[config.mk]
export PLATFORM = sky130hd
export DESIGN_NAME = imem_boot_loader
export DESIGN_NICKNAME = d
export VERILOG_FILES = /design/src/rtl/imem_boot_loader_pkg.sv /design/src/rtl/imem_boot_loader_byte_packer.sv /design/src/rtl/imem_boot_loader.sv
export SDC_FILE = /design/constraint.sdc
export NUM_CORES = 1
export LEC_CHECK = 0
export BUFFER_PORTS_ARGS = -buffer_cell sky130_fd_sc_hd__buf_2
export CAP_MARGIN = 30
export CORE_MARGIN = 2
export CORE_UTILIZATION = 40
export DETAILED_ROUTE_END_ITERATION = 10
export PLACE_DENSITY = 0.67
export SLEW_MARGIN = 40
export SYNTH_ARGS = -nofsm -noshare
export SYNTH_HDL_FRONTEND = slang
export SYNTH_SLANG_ARGS = --single-unit
[constraint.sdc]
create_clock -name clk_i -period 6.3 [get_ports clk_i]
set_input_delay 0.63 -clock clk_i [delete_from_list [all_inputs] [get_ports clk_i]]
set_output_delay 0.63 -clock clk_i [all_outputs]
set_load 0.005 [all_outputs]
[src/rtl/imem_boot_loader_pkg.sv]
// ---------------------------------------------------------------------------
// imem_boot_loader_pkg
//   Shared definitions for the instruction-memory boot loader. The CPU
//   testbench imports this package to get the same state encodings and image
//   framing constants.
//   Contents:
//     state_e         loader FSM state encoding (ST_LEN .. ST_ERR)
//     BYTES_PER_WORD  image bytes per instruction word
//     LEN_W           width of the image length field in bits
//     is_loading()    true in the states that accept image bytes
// ---------------------------------------------------------------------------
package imem_boot_loader_pkg;

    localparam int BYTES_PER_WORD = 4;
    localparam int LEN_W          = 32;

    typedef enum logic [2:0] {
        ST_LEN  = 3'd0,  // collecting the 4-byte big-endian word count
        ST_DATA = 3'd1,  // collecting instruction words
        ST_CSUM = 3'd2,  // waiting for the trailing checksum byte
        ST_RUN  = 3'd3,  // image good, CPU released (terminal)
        ST_ERR  = 3'd4   // image rejected (terminal)
    } state_e;

    // The loader accepts bytes, and reports busy, only while an image is
    // still being received.
    function automatic logic is_loading(input state_e st);
        return (st == ST_LEN) || (st == ST_DATA) || (st == ST_CSUM);
    endfunction

endpackage : imem_boot_loader_pkg

[src/rtl/imem_boot_loader_byte_packer.sv]
// ---------------------------------------------------------------------------
// byte_packer
//   Packs a byte stream MSB-first into 32-bit words. A 2-bit index counts the
//   bytes of the current word. The word is presented combinationally in the
//   same cycle its 4th byte arrives, so the parent can register it with a
//   fixed single-cycle latency. The parent uses it for both the length field
//   and the data words.
//   Ports:
//     clk_i             system clock, rising edge
//     rst_n_i           asynchronous active-low reset
//     clear_i           drop any partial word and restart at byte 0
//     in_valid_i        in_byte_i is accepted this cycle
//     in_byte_i  [7:0]  incoming byte
//     out_word_valid_o  this cycle completes a word
//     out_word_o [31:0] completed word (valid with out_word_valid_o)
// ---------------------------------------------------------------------------
module byte_packer
    import imem_boot_loader_pkg::*;
(
    input  logic        clk_i,
    input  logic        rst_n_i,
    input  logic        clear_i,
    input  logic        in_valid_i,
    input  logic [7:0]  in_byte_i,
    output logic        out_word_valid_o,
    output logic [31:0] out_word_o
);

    logic [1:0]  idx_q, idx_d;
    logic [31:0] shift_q, shift_d;

    // NOTE: every signal assigned in always_comb gets a default first, so no
    // path through the block can leave it unassigned and infer a latch.
    always_comb begin
        idx_d   = idx_q;
        shift_d = shift_q;
        if (clear_i) begin
            idx_d   = '0;
            shift_d = '0;
        end else if (in_valid_i) begin
            shift_d = {shift_q[23:0], in_byte_i};
            // Wraps 3 -> 0 naturally, which starts the next word.
            idx_d   = idx_q + 2'd1;
        end
    end

    assign out_word_valid_o = in_valid_i && !clear_i
                              && (idx_q == 2'(BYTES_PER_WORD - 1));
    assign out_word_o       = {shift_q[23:0], in_byte_i};

    // NOTE: sequential state uses non-blocking assignments only, so every
    // flop samples the values from before the edge regardless of block order.
    always_ff @(posedge clk_i or negedge rst_n_i) begin
        if (!rst_n_i) begin
            idx_q   <= '0;
            shift_q <= '0;
        end else begin
            idx_q   <= idx_d;
            shift_q <= shift_d;
        end
    end

endmodule : byte_packer

[src/rtl/imem_boot_loader.sv]
// ---------------------------------------------------------------------------
// imem_boot_loader
//   Boot stage for the single-cycle CPU. It receives a program image as a
//   byte stream, writes it into instruction memory one 32-bit word at a time,
//   verifies the image checksum and then raises run_o to release the CPU.
//   Image format (big-endian): 4-byte word count N, N*4 instruction bytes,
//   1 checksum byte. The 8-bit sum of all image bytes must be 0x00.
//   Ports:
//     clk_i                    system clock, rising edge
//     rst_n_i                  asynchronous active-low reset
//     byte_in_i    [7:0]       incoming image byte
//     byte_valid_i             byte_in_i is valid this cycle
//     byte_ready_o             loader accepts a byte (transfer = valid & ready)
//     imem_wr_o                one-cycle instruction-memory write strobe
//     imem_addr_o  [ADDR_W-1:0] word address of the write
//     imem_data_o  [31:0]      instruction word of the write
//     run_o                    CPU run enable, held after a good load
//     busy_o                   load in progress (LEN, DATA, CSUM)
//     error_o                  load failed (length overflow or bad checksum)
//     word_count_o [ADDR_W:0]  words written so far in this load
// ---------------------------------------------------------------------------
module imem_boot_loader
    import imem_boot_loader_pkg::*;
#(
    parameter int ADDR_W = 10
) (
    input  logic              clk_i,
    input  logic              rst_n_i,
    input  logic [7:0]        byte_in_i,
    input  logic              byte_valid_i,
    output logic              byte_ready_o,
    output logic              imem_wr_o,
    output logic [ADDR_W-1:0] imem_addr_o,
    output logic [31:0]       imem_data_o,
    output logic              run_o,
    output logic              busy_o,
    output logic              error_o,
    output logic [ADDR_W:0]   word_count_o
);

    // The length field is compared at its full width, so a huge N cannot
    // alias onto a small one.
    localparam logic [LEN_W-1:0] MAX_WORDS = LEN_W'(1) << ADDR_W;

    state_e              state_q, state_d;
    logic [LEN_W-1:0]    n_q, n_d;
    logic [ADDR_W:0]     word_cnt_q, word_cnt_d;
    logic [7:0]          sum_q, sum_d;
    logic                wr_q, wr_d;
    logic [ADDR_W-1:0]   addr_q, addr_d;
    logic [31:0]         data_q, data_d;

    logic                accept;
    logic                pack_valid;
    logic                pack_word_valid;
    logic [31:0]         pack_word;
    logic [ADDR_W:0]     word_cnt_inc;

    assign byte_ready_o = is_loading(state_q);
    assign accept       = byte_valid_i && byte_ready_o;

    // The packer only sees length and data bytes; the checksum byte is
    // consumed directly by the FSM. It is held cleared once the load ends.
    assign pack_valid = accept && ((state_q == ST_LEN) || (state_q == ST_DATA));

    byte_packer u_packer (
        .clk_i            (clk_i),
        .rst_n_i          (rst_n_i),
        .clear_i          (!byte_ready_o),
        .in_valid_i       (pack_valid),
        .in_byte_i        (byte_in_i),
        .out_word_valid_o (pack_word_valid),
        .out_word_o       (pack_word)
    );

    // N never exceeds MAX_WORDS, so this increment cannot wrap.
    assign word_cnt_inc = word_cnt_q + 1'b1;

    always_comb begin
        state_d    = state_q;
        n_d        = n_q;
        word_cnt_d = word_cnt_q;
        sum_d      = sum_q;
        wr_d       = 1'b0;
        addr_d     = addr_q;
        data_d     = data_q;

        // Running checksum covers every accepted byte, including the
        // checksum byte itself; it wraps at 8 bits.
        if (accept) begin
            sum_d = sum_q + byte_in_i;
        end

        unique case (state_q)
            ST_LEN: begin
                if (pack_word_valid) begin
                    n_d = pack_word;
                    if (pack_word > MAX_WORDS) begin
                        state_d = ST_ERR;
                    end else if (pack_word == '0) begin
                        state_d = ST_CSUM;
                    end else begin
                        state_d = ST_DATA;
                    end
                end
            end
            ST_DATA: begin
                // The completed word is registered here, giving a write
                // strobe exactly one cycle after its last byte. A new word
                // needs 4 more bytes, so strobes are never adjacent.
                if (pack_word_valid) begin
                    wr_d       = 1'b1;
                    addr_d     = word_cnt_q[ADDR_W-1:0];
                    data_d     = pack_word;
                    word_cnt_d = word_cnt_inc;
                    if (LEN_W'(word_cnt_inc) == n_q) begin
                        state_d = ST_CSUM;
                    end
                end
            end
            ST_CSUM: begin
                if (accept) begin
                    state_d = (sum_d == 8'h00) ? ST_RUN : ST_ERR;
                end
            end
            ST_RUN, ST_ERR: begin
                state_d = state_q;
            end
            default: begin
                state_d = ST_ERR;
            end
        endcase
    end

    // NOTE: all loader registers, including the write-data holding register,
    // are reset so a mid-load reset leaves nothing stale on the outputs.
    always_ff @(posedge clk_i or negedge rst_n_i) begin
        if (!rst_n_i) begin
            state_q    <= ST_LEN;
            n_q        <= '0;
            word_cnt_q <= '0;
            sum_q      <= '0;
            wr_q       <= 1'b0;
            addr_q     <= '0;
            data_q     <= '0;
        end else begin
            state_q    <= state_d;
            n_q        <= n_d;
            word_cnt_q <= word_cnt_d;
            sum_q      <= sum_d;
            wr_q       <= wr_d;
            addr_q     <= addr_d;
            data_q     <= data_d;
        end
    end

    assign imem_wr_o    = wr_q;
    assign imem_addr_o  = addr_q;
    assign imem_data_o  = data_q;
    assign run_o        = (state_q == ST_RUN);
    assign error_o      = (state_q == ST_ERR);
    assign busy_o       = is_loading(state_q);
    assign word_count_o = word_cnt_q;

endmodule : imem_boot_loader

==> impl_results.md <==
- Post-synth EDFFs: 0
- Leakage power: around 0.0035 uW
- Final ANT Viol Nets: 0
- Die H: approximately 120 um
- Crit Path Category: reg -> reg
- DRT iter0 DRCs: roughly 300
- Main flop type after synthesis: dfrtp_1
- Gate Count Post-Synth: roughly 540
- Detailed placement HPWL: ~9000 um
- Warnings, synthesis: 0
- Fin. Hold Viols: 0
- Setup slack at placement: ~3.2 ns
- Num CTS Buffers: 17
- R2r setup slk: between 3 and 4 ns
- WL per Instance: roughly 17 um
- Initial antenna violation count: 0
- GPL Wtd Cong: between 0.9 and 1
- Setup TNS Final: 0 ns
- Placed inst area: 6140 um2
- DRT Wirelength: ~13000 um
- R2R Path End: state_q[1]
- Relative slew slack: 55.6%
- Synthesis-to-layout area growth: 19.0%
- Count of cell types in the netlist: 63
- Syn avg cell area: around 11 um2
- Vias in the first global route: ~4.3k
- PwrDens: about 260 nW/um2
- Post-synth top area share: around 54%
- Die width: roughly 120 um
- Crit Path Max Fanout: 4
- Ports: 69
- Share of flip-flops with an asynchronous set or reset: 100%
- Max-slew violation count: 0
- Pin count of the biggest net entering global routing: 77
- # Max-Cap Violations: 0
- Worst r2r src: sum_q[1]
- Die ar.: 15100 um2
- Cell Area, Synth: about 5700 um2
- Worst r2r path cells: 8
- Initial Utilization: 40.9%
- Crit-path max cell delay: between 0.6 and 0.7 ns
- Htree depth: 4
- Worst Hold Class: in -> async
- Worst Path Arrival: 3.09 ns
- Final Cycle Share: 43.6%
- Synth area leaders: dfrtp_1, nand2_1, mux2_2
- Most common cell in the netlist: nand2_1
- Vias: between 4k and 5k
- CTS Buffer Depth: 2
- CP Launch Type: register
- CP Cell Sequence: ha_1, a211o_1, and3_1, o22ai_1, mux2i_1, o211ai_1, or4_2, o21ai_2
- Layout Nets: roughly 620
- Total Power: about 1800 uW
- Worst skew pair latency: 0.42 ns
- Count of final setup violators: 0
- Unrepaired setup endpoints after global routing: no
- Sequential-to-total area share from yosys stat: about 54%
- Finished Cell Area: roughly 6700 um2
- Clock Skew: about 0.008 ns
- Status: complete, no violations
- Post-CTS sizing: 0
- Clock transition at path regs: about 0.06 ns
- Worst-Margin Slew: 0.666 ns
- Critical-path top delay cell: or4_2
- Max Freq: 364 MHz
- Hold-fix buffers, CTS: 0
- Hold slack: ~0.22 ns
- Peak VDD IR: between 0.0001 and 0.00015 V
- Global route overflow: 0
- #FFs+latches synth: about 120
- Vias/cell: about 5.3
- CTS root buf: clkbuf_16
- Remaining DRCs: 0
- Layout cells sized above 1: between 20% and 30%
- ANT cells: 0
- Fin worst setup slack: between 3 and 4 ns
- Top cells by count, synth: nand2_1, dfrtp_1, mux2_2
- PortBufs: 68
- Detailed Routing Iterations Pass 1: 4
- Sinks on Clock Net: 123
- Critical Path RT: approximately 6.6 ns
- Synth area leader: dfrtp_1
- GRT Resource Usage Total: between 10% and 20%
- Post-CTS Setup Bufs: 0
- Core Region: approximately 14000 um2
- First-pass GRT wire length: 22000 um
- TritonCTS clock tree: yes
- Standard-cell row count: 43
- CP Capture Type: register
- Min Tclk post-route: ~2.7 ns
- Syn Nets: 557
## critical path, delay by kind of cell (launching register included)
family | cells | cell delay, ns
AOI/OAI and AO/OA | 4 | 0.89
adders and majority gates | 1 | 0.29
DFF | 1 | 0.42
muxes | 1 | 0.23
and+or+nand+nor | 2 | 0.83
## registers in the layout (all words and copies together) (netlist names)
signal	flops
n_q	32
imem_addr_o	10
imem_wr_o	1
state_q	3
u_packer.idx_q	2
word_count_o	11
imem_data_o	32
sum_q	8
u_packer.shift_q	24
## power breakdown
part | leakage [uW] | switching, uW | total, uW | internal, uW
registers | 0.00170 | 0.193 | 791 | 791
logic | 0.00155 | 29.6 | 38.8 | 9.11
clock network | 0.000277 | 344 | 954 | 610
total | 0.00353 | 374 | 1780 | 1410
## kinds of logic (layout without fill, tap and decap cells)
| logic type | count (synthesis) | in the layout | synth area share, % |
|---|---|---|---|
| buffers and inverters | 38 | 117 | 3.31 |
| AO/OA/AOI/OAI | 80 | 80 | 10.5 |
| flip-flops | 123 | 123 | 54.4 |
| adder cells (fa/ha/maj) | 10 | 10 | 2.34 |
| AND/OR/NAND/NOR | 223 | 223 | 18.1 |
| multiplexers | 39 | 39 | 7.71 |
| XOR/XNOR | 23 | 23 | 3.69 |
## worst max-delay path by stage
stage / to / start / slack (ns)
2_1_floorplan: state_q[1] / byte_in_i[1] / 3.51
4_1_cts: state_q[1] / sum_q[1] / 3.55
3_3_place_gp: state_q[1] / byte_in_i[1] / 3.22
3_5_place_dp: state_q[1] / byte_in_i[0] / 3.17
5_1_grt: state_q[1] / word_count_o[0] / 3.35
6_report: state_q[1] / sum_q[1] / 3.55
## placed cells by master (no fill, tap or decap), types with 4 or more instances in the layout
cell type,netlist,final
nand2_1,135,135
dfrtp_1,123,123
buf_2,2,67
mux2_2,37,37
a22o_1,25,25
clkbuf_16,0,17
xnor2_1,16,16
o21ai_0,14,14
nor3_1,15,14
nor2_1,15,14
nor4_1,13,13
inv_1,11,11
nand4_1,9,9
ha_1,9,9
a21oi_1,6,6
xor2_1,6,6
o21a_1,5,5
buf_4,2,5
and2_1,4,4
o31ai_1,4,4
o211ai_1,4,4
nand3_1,5,4
clkinvlp_4,0,4
## area by class of cell
type                    count  area [um2]
flip-flops and latches    123        3080
multi-input cells         375        2410
well taps                 180         225
fillers                  1295        7090
clock buffers              21         470
repair buffers             73         384
clock inverters            10         118
inverters                  13        50.0
## stage by stage
stage	std cells	util, %
6_report	795	48.7
5_1_grt	795	48.7
4_1_cts	795	48.7
3_5_place_dp	764	44.4
3_3_place_gp	764	44.4
2_1_floorplan	536	-
## routing by layer
metal,wire length [um],track usage (%),vias up,part of all wire (%)
li1,-,-,2025,-
met1,6130,26.2,2054,46
met2,6230,29.2,115,47
met3,758,4.66,10,5.7
met4,121,7.88,0,0.91
met5,0,0,-,0
Note: power is estimated with default switching activity, not from simulation.
